$ cat config.mk
export PLATFORM = sky130hd
export DESIGN_NAME = ysyx_25040101_alu_seq
export DESIGN_NICKNAME = d
export VERILOG_FILES = /design/src/rtl/ysyx_25040101_alu_seq.sv
export SDC_FILE = /design/constraint.sdc
export NUM_CORES = 1
export LEC_CHECK = 0
export CAP_MARGIN = 20
export CORE_UTILIZATION = 40
export CTS_CLUSTER_DIAMETER = 40
export DETAILED_ROUTE_END_ITERATION = 12
export PLACE_DENSITY = 0.69
export SETUP_SLACK_MARGIN = 0.02
export SYNTH_ARGS = -nofsm -noshare
export SYNTH_HDL_FRONTEND = slang
export SYNTH_SLANG_ARGS = --single-unit
$ cat constraint.sdc
create_clock -name clk -period 2.85 [get_ports clk]
set_clock_uncertainty 0.2 [all_clocks]
set_input_delay 0.57 -clock clk [delete_from_list [all_inputs] [get_ports clk]]
set_output_delay 0.57 -clock clk [all_outputs]
set_load 0.03 [all_outputs]
$ cat src/rtl/ysyx_25040101_alu_seq.sv
// ----------------------------------------------------------------------------
// ysyx_25040101_alu_seq
//
// Handshaked ALU for the nebula-core execute stage.
//
// Requests are accepted on a valid/ready channel. Results leave on a second
// valid/ready channel.
// - Single-cycle ops (ADD, SUB, AND, OR, XOR, SLT, SLTU, PASSB, and the
//   reserved codes) produce a registered result one cycle after accept.
// - Iterative ops (MUL, DIVU, REMU) take XLEN cycles in BUSY before the
//   result is presented.
//
// Optional feature macro: ALU_SEQ_MULDIV_EN
//   defined   : shift-add multiplier and restoring divider are built.
//   undefined : codes 8..10 act as reserved (single-cycle, result 0),
//               busy_o is tied low, and no iterative datapath exists.
//
// Ports:
//   clk           rising-edge clock
//   rst           asynchronous active-high reset
//   in_valid_i    request valid
//   in_ready_o    request ready (accept = in_valid_i & in_ready_o)
//   op_i          4-bit operation code
//   srca_data_i   operand A
//   srcb_data_i   operand B
//   flush_i       synchronous abort of anything in flight or pending
//   out_valid_o   result valid
//   out_ready_i   consumer ready
//   alu_result_o  registered result
//   busy_o        high while an iterative op is running
// ----------------------------------------------------------------------------
module ysyx_25040101_alu_seq #(
    parameter int XLEN = 32
) (
    input  logic            clk,
    input  logic            rst,
    input  logic            in_valid_i,
    output logic            in_ready_o,
    input  logic [3:0]      op_i,
    input  logic [XLEN-1:0] srca_data_i,
    input  logic [XLEN-1:0] srcb_data_i,
    input  logic            flush_i,
    output logic            out_valid_o,
    input  logic            out_ready_i,
    output logic [XLEN-1:0] alu_result_o,
    output logic            busy_o
);

    localparam int CNT_W = $clog2(XLEN) + 1;

    localparam logic [3:0] OP_ADD   = 4'd0;
    localparam logic [3:0] OP_SUB   = 4'd1;
    localparam logic [3:0] OP_AND   = 4'd2;
    localparam logic [3:0] OP_OR    = 4'd3;
    localparam logic [3:0] OP_XOR   = 4'd4;
    localparam logic [3:0] OP_SLT   = 4'd5;
    localparam logic [3:0] OP_SLTU  = 4'd6;
    localparam logic [3:0] OP_PASSB = 4'd7;
`ifdef ALU_SEQ_MULDIV_EN
    localparam logic [3:0] OP_MUL   = 4'd8;
    localparam logic [3:0] OP_DIVU  = 4'd9;
    localparam logic [3:0] OP_REMU  = 4'd10;
`endif

    typedef enum logic [1:0] {
        ST_IDLE = 2'd0,
        ST_BUSY = 2'd1,
        ST_DONE = 2'd2
    } state_t;

    state_t            state_r;
    state_t            state_nxt_s;
    logic              in_ready_s;
    logic              accept_s;
    logic              is_iter_s;    // the op being presented is iterative
    logic              iter_last_s;  // final iteration happens this cycle
    logic [XLEN-1:0]   single_res_s;
    logic [XLEN-1:0]   iter_res_s;
    logic [XLEN-1:0]   result_r;

    // Result of every op that completes in the accept cycle; anything not
    // listed (reserved codes, and 8..10 when the muldiv unit is absent) is 0.
    function automatic logic [XLEN-1:0] single_op(
        input logic [3:0]      op,
        input logic [XLEN-1:0] a,
        input logic [XLEN-1:0] b
    );
        logic [XLEN-1:0] one;
        one = {{(XLEN-1){1'b0}}, 1'b1};
        case (op)
            OP_ADD:   single_op = a + b;
            OP_SUB:   single_op = a - b;
            OP_AND:   single_op = a & b;
            OP_OR:    single_op = a | b;
            OP_XOR:   single_op = a ^ b;
            OP_SLT:   single_op = ($signed(a) < $signed(b)) ? one : {XLEN{1'b0}};
            OP_SLTU:  single_op = (a < b) ? one : {XLEN{1'b0}};
            OP_PASSB: single_op = b;
            default:  single_op = {XLEN{1'b0}};
        endcase
    endfunction

    assign single_res_s = single_op(op_i, srca_data_i, srcb_data_i);

    // Ready: idle, or done and the consumer is taking the current result;
    // a flush blocks acceptance in the same cycle.
    always_comb begin
        in_ready_s = 1'b0;
        if (flush_i) begin
            in_ready_s = 1'b0;
        end else if (state_r == ST_IDLE) begin
            in_ready_s = 1'b1;
        end else if (state_r == ST_DONE) begin
            in_ready_s = out_ready_i;
        end else begin
            in_ready_s = 1'b0;
        end
    end

    assign in_ready_o = in_ready_s;
    assign accept_s   = in_valid_i & in_ready_s;

`ifdef ALU_SEQ_MULDIV_EN
    // Shared iterative datapath.
    // MUL:  opa = shifting multiplicand, opb = shifting multiplier,
    //       acc = partial product.
    // DIV:  opa = dividend shifting out / quotient shifting in,
    //       opb = divisor, acc = partial remainder.
    logic [3:0]       op_r;
    logic [XLEN-1:0]  opa_r;
    logic [XLEN-1:0]  opb_r;
    logic [XLEN-1:0]  acc_r;
    logic [CNT_W-1:0] cnt_r;
    logic [XLEN-1:0]  opa_nxt_s;
    logic [XLEN-1:0]  opb_nxt_s;
    logic [XLEN-1:0]  acc_nxt_s;
    logic [XLEN:0]    shifted_s;
    logic [XLEN-1:0]  diff_s;
    logic             ge_s;

    assign is_iter_s   = (op_i == OP_MUL) | (op_i == OP_DIVU) | (op_i == OP_REMU);
    assign iter_last_s = (cnt_r == CNT_W'(1));
    assign busy_o      = (state_r == ST_BUSY);

    // One multiply or restoring-divide step. A zero divisor always "fits",
    // so the quotient fills with ones and the remainder ends up as the
    // dividend, with no special-case logic.
    always_comb begin
        shifted_s  = {acc_r, opa_r[XLEN-1]};
        ge_s       = (shifted_s >= {1'b0, opb_r});
        diff_s     = shifted_s[XLEN-1:0] - opb_r;
        opa_nxt_s  = opa_r;
        opb_nxt_s  = opb_r;
        acc_nxt_s  = acc_r;
        iter_res_s = {XLEN{1'b0}};
        if (op_r == OP_MUL) begin
            acc_nxt_s  = acc_r + (opb_r[0] ? opa_r : {XLEN{1'b0}});
            opa_nxt_s  = opa_r << 1;
            opb_nxt_s  = opb_r >> 1;
            iter_res_s = acc_nxt_s;
        end else begin
            opa_nxt_s  = {opa_r[XLEN-2:0], ge_s};
            acc_nxt_s  = ge_s ? diff_s : shifted_s[XLEN-1:0];
            opb_nxt_s  = opb_r;
            iter_res_s = (op_r == OP_DIVU) ? opa_nxt_s : acc_nxt_s;
        end
    end

    // Operand capture at accept and one iteration per BUSY cycle.
    always_ff @(posedge clk or posedge rst) begin
        if (rst) begin
            op_r  <= 4'd0;
            opa_r <= {XLEN{1'b0}};
            opb_r <= {XLEN{1'b0}};
            acc_r <= {XLEN{1'b0}};
            cnt_r <= {CNT_W{1'b0}};
        end else if (flush_i) begin
            cnt_r <= {CNT_W{1'b0}};
        end else if (accept_s) begin
            op_r  <= op_i;
            opa_r <= srca_data_i;
            opb_r <= srcb_data_i;
            acc_r <= {XLEN{1'b0}};
            cnt_r <= CNT_W'(XLEN);
        end else if (state_r == ST_BUSY) begin
            opa_r <= opa_nxt_s;
            opb_r <= opb_nxt_s;
            acc_r <= acc_nxt_s;
            cnt_r <= cnt_r - CNT_W'(1);
        end
    end
`else
    assign is_iter_s   = 1'b0;
    assign iter_last_s = 1'b1;
    assign iter_res_s  = {XLEN{1'b0}};
    assign busy_o      = 1'b0;
`endif

    // Next-state logic; flush overrides every transition.
    always_comb begin
        state_nxt_s = state_r;
        if (flush_i) begin
            state_nxt_s = ST_IDLE;
        end else begin
            case (state_r)
                ST_IDLE: begin
                    if (accept_s) begin
                        state_nxt_s = is_iter_s ? ST_BUSY : ST_DONE;
                    end else begin
                        state_nxt_s = ST_IDLE;
                    end
                end
                ST_BUSY: begin
                    if (iter_last_s) begin
                        state_nxt_s = ST_DONE;
                    end else begin
                        state_nxt_s = ST_BUSY;
                    end
                end
                ST_DONE: begin
                    if (accept_s) begin
                        state_nxt_s = is_iter_s ? ST_BUSY : ST_DONE;
                    end else if (out_ready_i) begin
                        state_nxt_s = ST_IDLE;
                    end else begin
                        state_nxt_s = ST_DONE;
                    end
                end
                default: state_nxt_s = ST_IDLE;
            endcase
        end
    end

    // State register.
    always_ff @(posedge clk or posedge rst) begin
        if (rst) begin
            state_r <= ST_IDLE;
        end else begin
            state_r <= state_nxt_s;
        end
    end

    // Result register: loaded at accept for single-cycle ops, or on the
    // final iteration for iterative ops; otherwise it holds for the consumer.
    always_ff @(posedge clk or posedge rst) begin
        if (rst) begin
            result_r <= {XLEN{1'b0}};
        end else if (flush_i) begin
            result_r <= {XLEN{1'b0}};
        end else if (accept_s && !is_iter_s) begin
            result_r <= single_res_s;
        end else if ((state_r == ST_BUSY) && iter_last_s) begin
            result_r <= iter_res_s;
        end
    end

    assign out_valid_o  = (state_r == ST_DONE);
    assign alu_result_o = result_r;

endmodule

Word level (Yosys, flattened, before mapping)
Cells that the tools add are included.
Widths: inputs -> output; s select.
Storage, ports and cells
  register bits after elaboration: 34
  word-level logic and storage cells: 36
Cells by class
  $add $sub $neg: 2
  order comparisons: 2
  equal/unequal tests: 9
  mux-type cells: 14
  bitwise logic cells: 4
  reduce and logical (&&, ||, !) cells: 3
Operators by type and width (count)
  $pmux 32 s8: 1
  $mux 32: 3
  $lt 32x32->1: 2
  $add 32x32->32: 1
  $and 32x32->32: 1
  $or 32x32->32: 1
  $sub 32x32->32: 1
  $xor 32x32->32: 1
  $eq 4x3->1 const B: 4
  $eq 4x2->1 const B: 2
  $mux 2: 4
  $pmux 2 s3: 1
  $mux 1: 5
  $eq 4x1->1 const B: 1
  $logic_not 4->1: 1
  $reduce_bool 3->1: 1
  $eq 2x1->1 const B: 1
  $eq 2x2->1 const B: 1
  $logic_not 2->1: 1
  $and 1x1->1: 1

Logic depth before layout (Yosys ltp)
  depth after elaboration: 8
  depth in mapped cells: 12
  mapped depth without buffers: 12

Worst setup path after synthesis
Ideal clock, no wire load.
  path kind: input to register
  start point: input srca_data_i[18]
  end point: register result_r[31], in the netlist alu_result_o[31]
  library setup time: 136 ps
  arrival: 2846 ps
  required time: 2514 ps
  setup slack: -332 ps
  stages on the path: 12
  path buffers: 1
  cells stage by stage: inv_1 -> ha_1 -> buf_6 -> or4_4 -> nor4_4 -> a21bo_1 -> nand4_1 -> a31oi_2 -> o311ai_2 -> mux2_1 -> a21oi_1 -> o41ai_1
Between the ends
  longest elaborated chain between the ends: 4
  elaborated cells on any way between the ends: 5
  those cells by class: add/sub: 2; mux: 3
Ends and longest elaborated chain
  from (decl): RTL line 40  | input logic [XLEN-1:0] srca_data_i,
  $sub 32x32->32 or $add 32x32->32 (tied branches): RTL line 92, 91
  $pmux 32 s8 *: RTL line 90  | case (op)
  $mux 32 *: RTL line 250  | end else if (accept_s && !is_iter_s) begin
  $mux 32 *: RTL line 248  | end else if (flush_i) begin
  to (signal assigned): RTL line 247  | result_r <= {XLEN{1'b0}};
  to (signal assigned): RTL line 249  | result_r <= {XLEN{1'b0}};
  to (signal assigned): RTL line 251  | result_r <= single_res_s;
  to (decl): RTL line 79  | logic [XLEN-1:0] result_r;
Every way passes the cells marked *; elsewhere a longest branch is shown, timed or not.
A chain may end at the register's enable or synchronous reset.

Worst setup path in the final report
  start point: input srcb_data_i[4]
  end point: register result_r[30], in the netlist alu_result_o[30]
Between the ends
  longest elaborated chain between the ends: 4
  elaborated cells on any way between the ends: 5
  those cells by class: add/sub: 2; mux: 3
Ends and longest elaborated chain
  from (decl): RTL line 41  | input logic [XLEN-1:0] srcb_data_i,
  $sub 32x32->32 or $add 32x32->32 (tied branches): RTL line 92, 91
  $pmux 32 s8 *: RTL line 90
  $mux 32 *: RTL line 250
  $mux 32 *: RTL line 248
Marks and branches as above.

==> summary.txt <==
Status
  – Status: finished, violations left
  – Failing checks: setup timing

Setup path
  – Worst Setup SP: srcb_data_i[4]
  – Worst path bufs/invs: 4
  – Max stage delay on crit path: 0.32 ns
  – Critical path required time: 2.81 ns
  – RR Endpoint: alu_result_o[15]
  – CP dominant cell by count: buf_4
  – Crit start category: input pin
  – Worst R2R Start: state_r[1]
  – Critical-path top delay cell: o31ai_4
  – Worst-path maximum fanout: 4
  – Critical path cell sequence: clkdlybuf4s15_2 -> buf_4 -> ha_2 -> a21oi_2 -> nor2_1 -> o2111ai_1 -> o211ai_1 -> buf_4 -> o31ai_4 -> buf_4 -> nor2b_1 -> o21ai_1 -> a31oi_1 -> a32oi_2
  – Setup CP Type: in2reg
  – Critical Path Sink Type: flop
  – Family with the most delay on the worst path: compound AO/OA/AOI/OAI gates
  – Worst R2R Path Depth: 7
  – Data arrival, critical path: between 2 and 3 ns
  – Internal reg-to-reg setup slack: 0.90 ns
  – Setup crit end: alu_result_o[30]
  – WP depth: 14

Power
  – Logic pwr share: 65.9%
  – Switching Share: 41.60%
  – Cell internal pwr: about 2.1 mW
  – Tot Pwr: between 3 and 4 mW
  – PD cells: 278.9 nW/um^2
  – Flop pwr share: 14.0%
  – Total leakage power: between 5 and 6 nW
  – Clock power frac: 20.1%
  – Sw power: 1.468 mW
  – Peak supply drop: 238.6 uV

STA
  – Fin. Hold Viols: 0
  – Final setup TNS: -1.516 ns
  – Final setup vio count: 18
  – Hold WS: between 0.2 and 0.3 ns
  – Tightest Pin Transition: 0.6119 ns
  – FMAX: ~330 MHz
  – Unrepaired setup endpoints after global routing: true
  – Tcrit/Tclk final: 105.7%
  – Max-slew violation count: 0
  – Slew Limit Headroom: 58.78%
  – Final worst setup slack: -0.1635 ns
  – Period minus WS final: 3.014 ns

Floorplan
  – # rows: 47
  – Die Y: approximately 130 um
  – Initial cell density of the core: slightly above 40%
  – Core area: roughly 17000 sq um
  – Die W: 131.9 um
  – Die ar.: 17400 sq um
  – Ports: 108

Clock network
  – Clock Latency Late Sink: 0.29 ns
  – CTS tree: yes
  – CTS Buf Count: 5
  – Clock H-tree levels: 2
  – Root buffer cell: clkbuf_16
  – CTS clk-pin slew, worst paths: 0.07 ns
  – Clk sinks: 33
  – Longest Clk Path Bufs: 2

Global routing
  – Largest net degree at the start of global routing: 34
  – GRT Total Usage: 33.29%
  – First-pass GRT wire length: 46460 um
  – Global route overflow: 0
  – Initial antenna violation count: 0
  – Vias in the first global route: about 9000

Layout
  – Antenna fix cells: 0
  – Nets: 1582
  – Layout cells sized above 1: 49.03%
  – Area added between synthesis and finish: 87.43%
  – Final core utilization: 76.55%
  – Fillers: 1123

Logic synthesis
  – Sequential-to-total area share from yosys stat: 12.24%
  – Synth top cells by count: 113 x ha_1, 105 x a21oi_1, 98 x inv_1
  – Mapped Area: slightly below 7000 sq um
  – Number of library cell types mapped by synthesis: 84
  – Register bit total from synthesis: 33
  – Synth area leader: ha_1
  – EDFF count, synth: 0
  – Share of async-settable or async-resettable flops after synthesis: 100.0%
  – Syn Area/Cell: 7.134 sq um
  – Top-count cell post-synth: ha_1
  – Top post-synthesis cells by area: ha_1 21%, dfrtp_1 12%, a21oi_1 7.8%
  – Net Count, Synth: 1134
  – Post-synth top area share: 20.95%
  – YS warnings: 0
  – Synthesized instance count: ~950
  – Top_reg_cell synth: dfrtp_1

Route
  – Initial DRC Count: 1167
  – Vias per cell: slightly below 6
  – Final routed DRC violation total: 0
  – Post-Route WL: 32240 um
  – DR vias: 9576
  – Drt pass-1 iters: 5
  – Post-DRT Antenna Nets: 0
  – WL/cell: 19.96 um

Flow run
  – Max_cap viols: 0

Place
  – Hpwl dp: 21700 um
  – Port Buffers: around 110
  – GPL Wtd Cong: ~1

Min path
  – Worst Hold Class: reg2reg
  – Hold Crit Start: alu_result_o[5]
==> cell families (layout without fill, tap and decap cells) <==
kind of cell / Yosys count / count (layout) / share of synthesized area, %
flops: 33 / 33 / 12.24
other cells: 1 / 1 / 0.05556
fa+ha+maj: 115 / 115 / 21.54
compound gates: 347 / 347 / 34.45
simple gates: 274 / 274 / 19.41
xor+xnor: 19 / 19 / 2.466
mux: 5 / 5 / 0.7601
buf+inv: 152 / 601 / 9.084
==> worst min-delay path by stage <==
| stage | cells past startpoint | endpoint |
|---|---|---|
| finish | 2 | alu_result_o[5] |
| global route | 2 | alu_result_o[23] |
| CTS | 2 | alu_result_o[5] |
| detailed placement | 2 | alu_result_o[5] |
| global placement | 2 | alu_result_o[4] |
| floorplan | 1 | state_r[1] |
==> routing by layer <==
metal  up-vias  routed length, um  share of wire (%)  global-route usage [%]
met1      4478              12480                 39                   41.59
met2       598              14830                 46                   55.29
li1       4295                  -                  -                       -
met3       205               2728                8.5                   4.998
met4         0               2200                6.8                   17.51
met5         -                  0                  0                       0
==> cell usage in the layout (no fill, tap or decap), types with 10 or more instances in the layout <==
master / n
o21ai_0: 50
a21oi_2: 20
xnor2_1: 13
ha_1: 65
ha_2: 10
nand3_1: 10
ha_4: 38
inv_1: 49
dfrtp_1: 33
clkdlybuf4s50_1: 58
o21bai_1: 11
o21ai_1: 17
o21ai_2: 10
nand2_1: 68
a22oi_1: 17
buf_4: 341
o211ai_1: 13
buf_6: 53
inv_4: 11
nor3_2: 11
a21oi_1: 77
nor2_1: 79
nor3_1: 15
inv_2: 35
a221oi_1: 18
==> layout make-up <==
type	count	area, sq um	area share [%]
multi-input cells	761	6759	53.43
repair buffers	494	4187	33.10
flip-flops and latches	33	825.8	6.528
inverters	99	426.7	3.373
well taps	220	275.3	2.176
clock buffers	6	138.9	1.098
clock inverters	2	37.54	0.2967
==> metrics by stage <==
stage          instance area, sq um  worst slack [ns]  instances
2_1_floorplan                  6985           -0.2450        946
3_3_place_gp                  10620            -1.020       1545
3_5_place_dp                  10620           -0.9472       1545
4_1_cts                       11790           -0.2562       1585
5_1_grt                       12650           -0.2559       1615
6_report                      12650           -0.1635       1615
==> what timing repair did <==
item / 4_1_cts / 5_1_grt
gates cloned: 0 / 0
endpoints found under the setup margin: 28 / 25
setup buffers: 34 / 36
resized for setup: 302 / 212
hold buffers: 0 / 0
pin swaps: 91 / 128
==> flip-flops by register name, indices dropped and copies added, names as in the netlist <==
name and count:
alu_result_o 32, state_r 1
==> worst reg2reg max path, cell delays in order, from the launching register on <==
cell and delay (ns):
dfrtp_1 0.37, nor2b_1 0.14, buf_4 0.14, nor4b_2 0.31
buf_12 0.20, nand2_1 0.06, buf_4 0.21, o221ai_1 0.23
==> power by group through the flow <==
stage	combinational [mW]	clock (mW)	sequential, mW
detailed placement	1.74	0	0.501
global placement	1.72	0	0.501
finish	2.33	0.708	0.493
CTS	1.98	0.694	0.492
global route	2.45	0.710	0.494
floorplan	0.842	0	0.526
No activity file was read; power rests on OpenSTA's default activity.
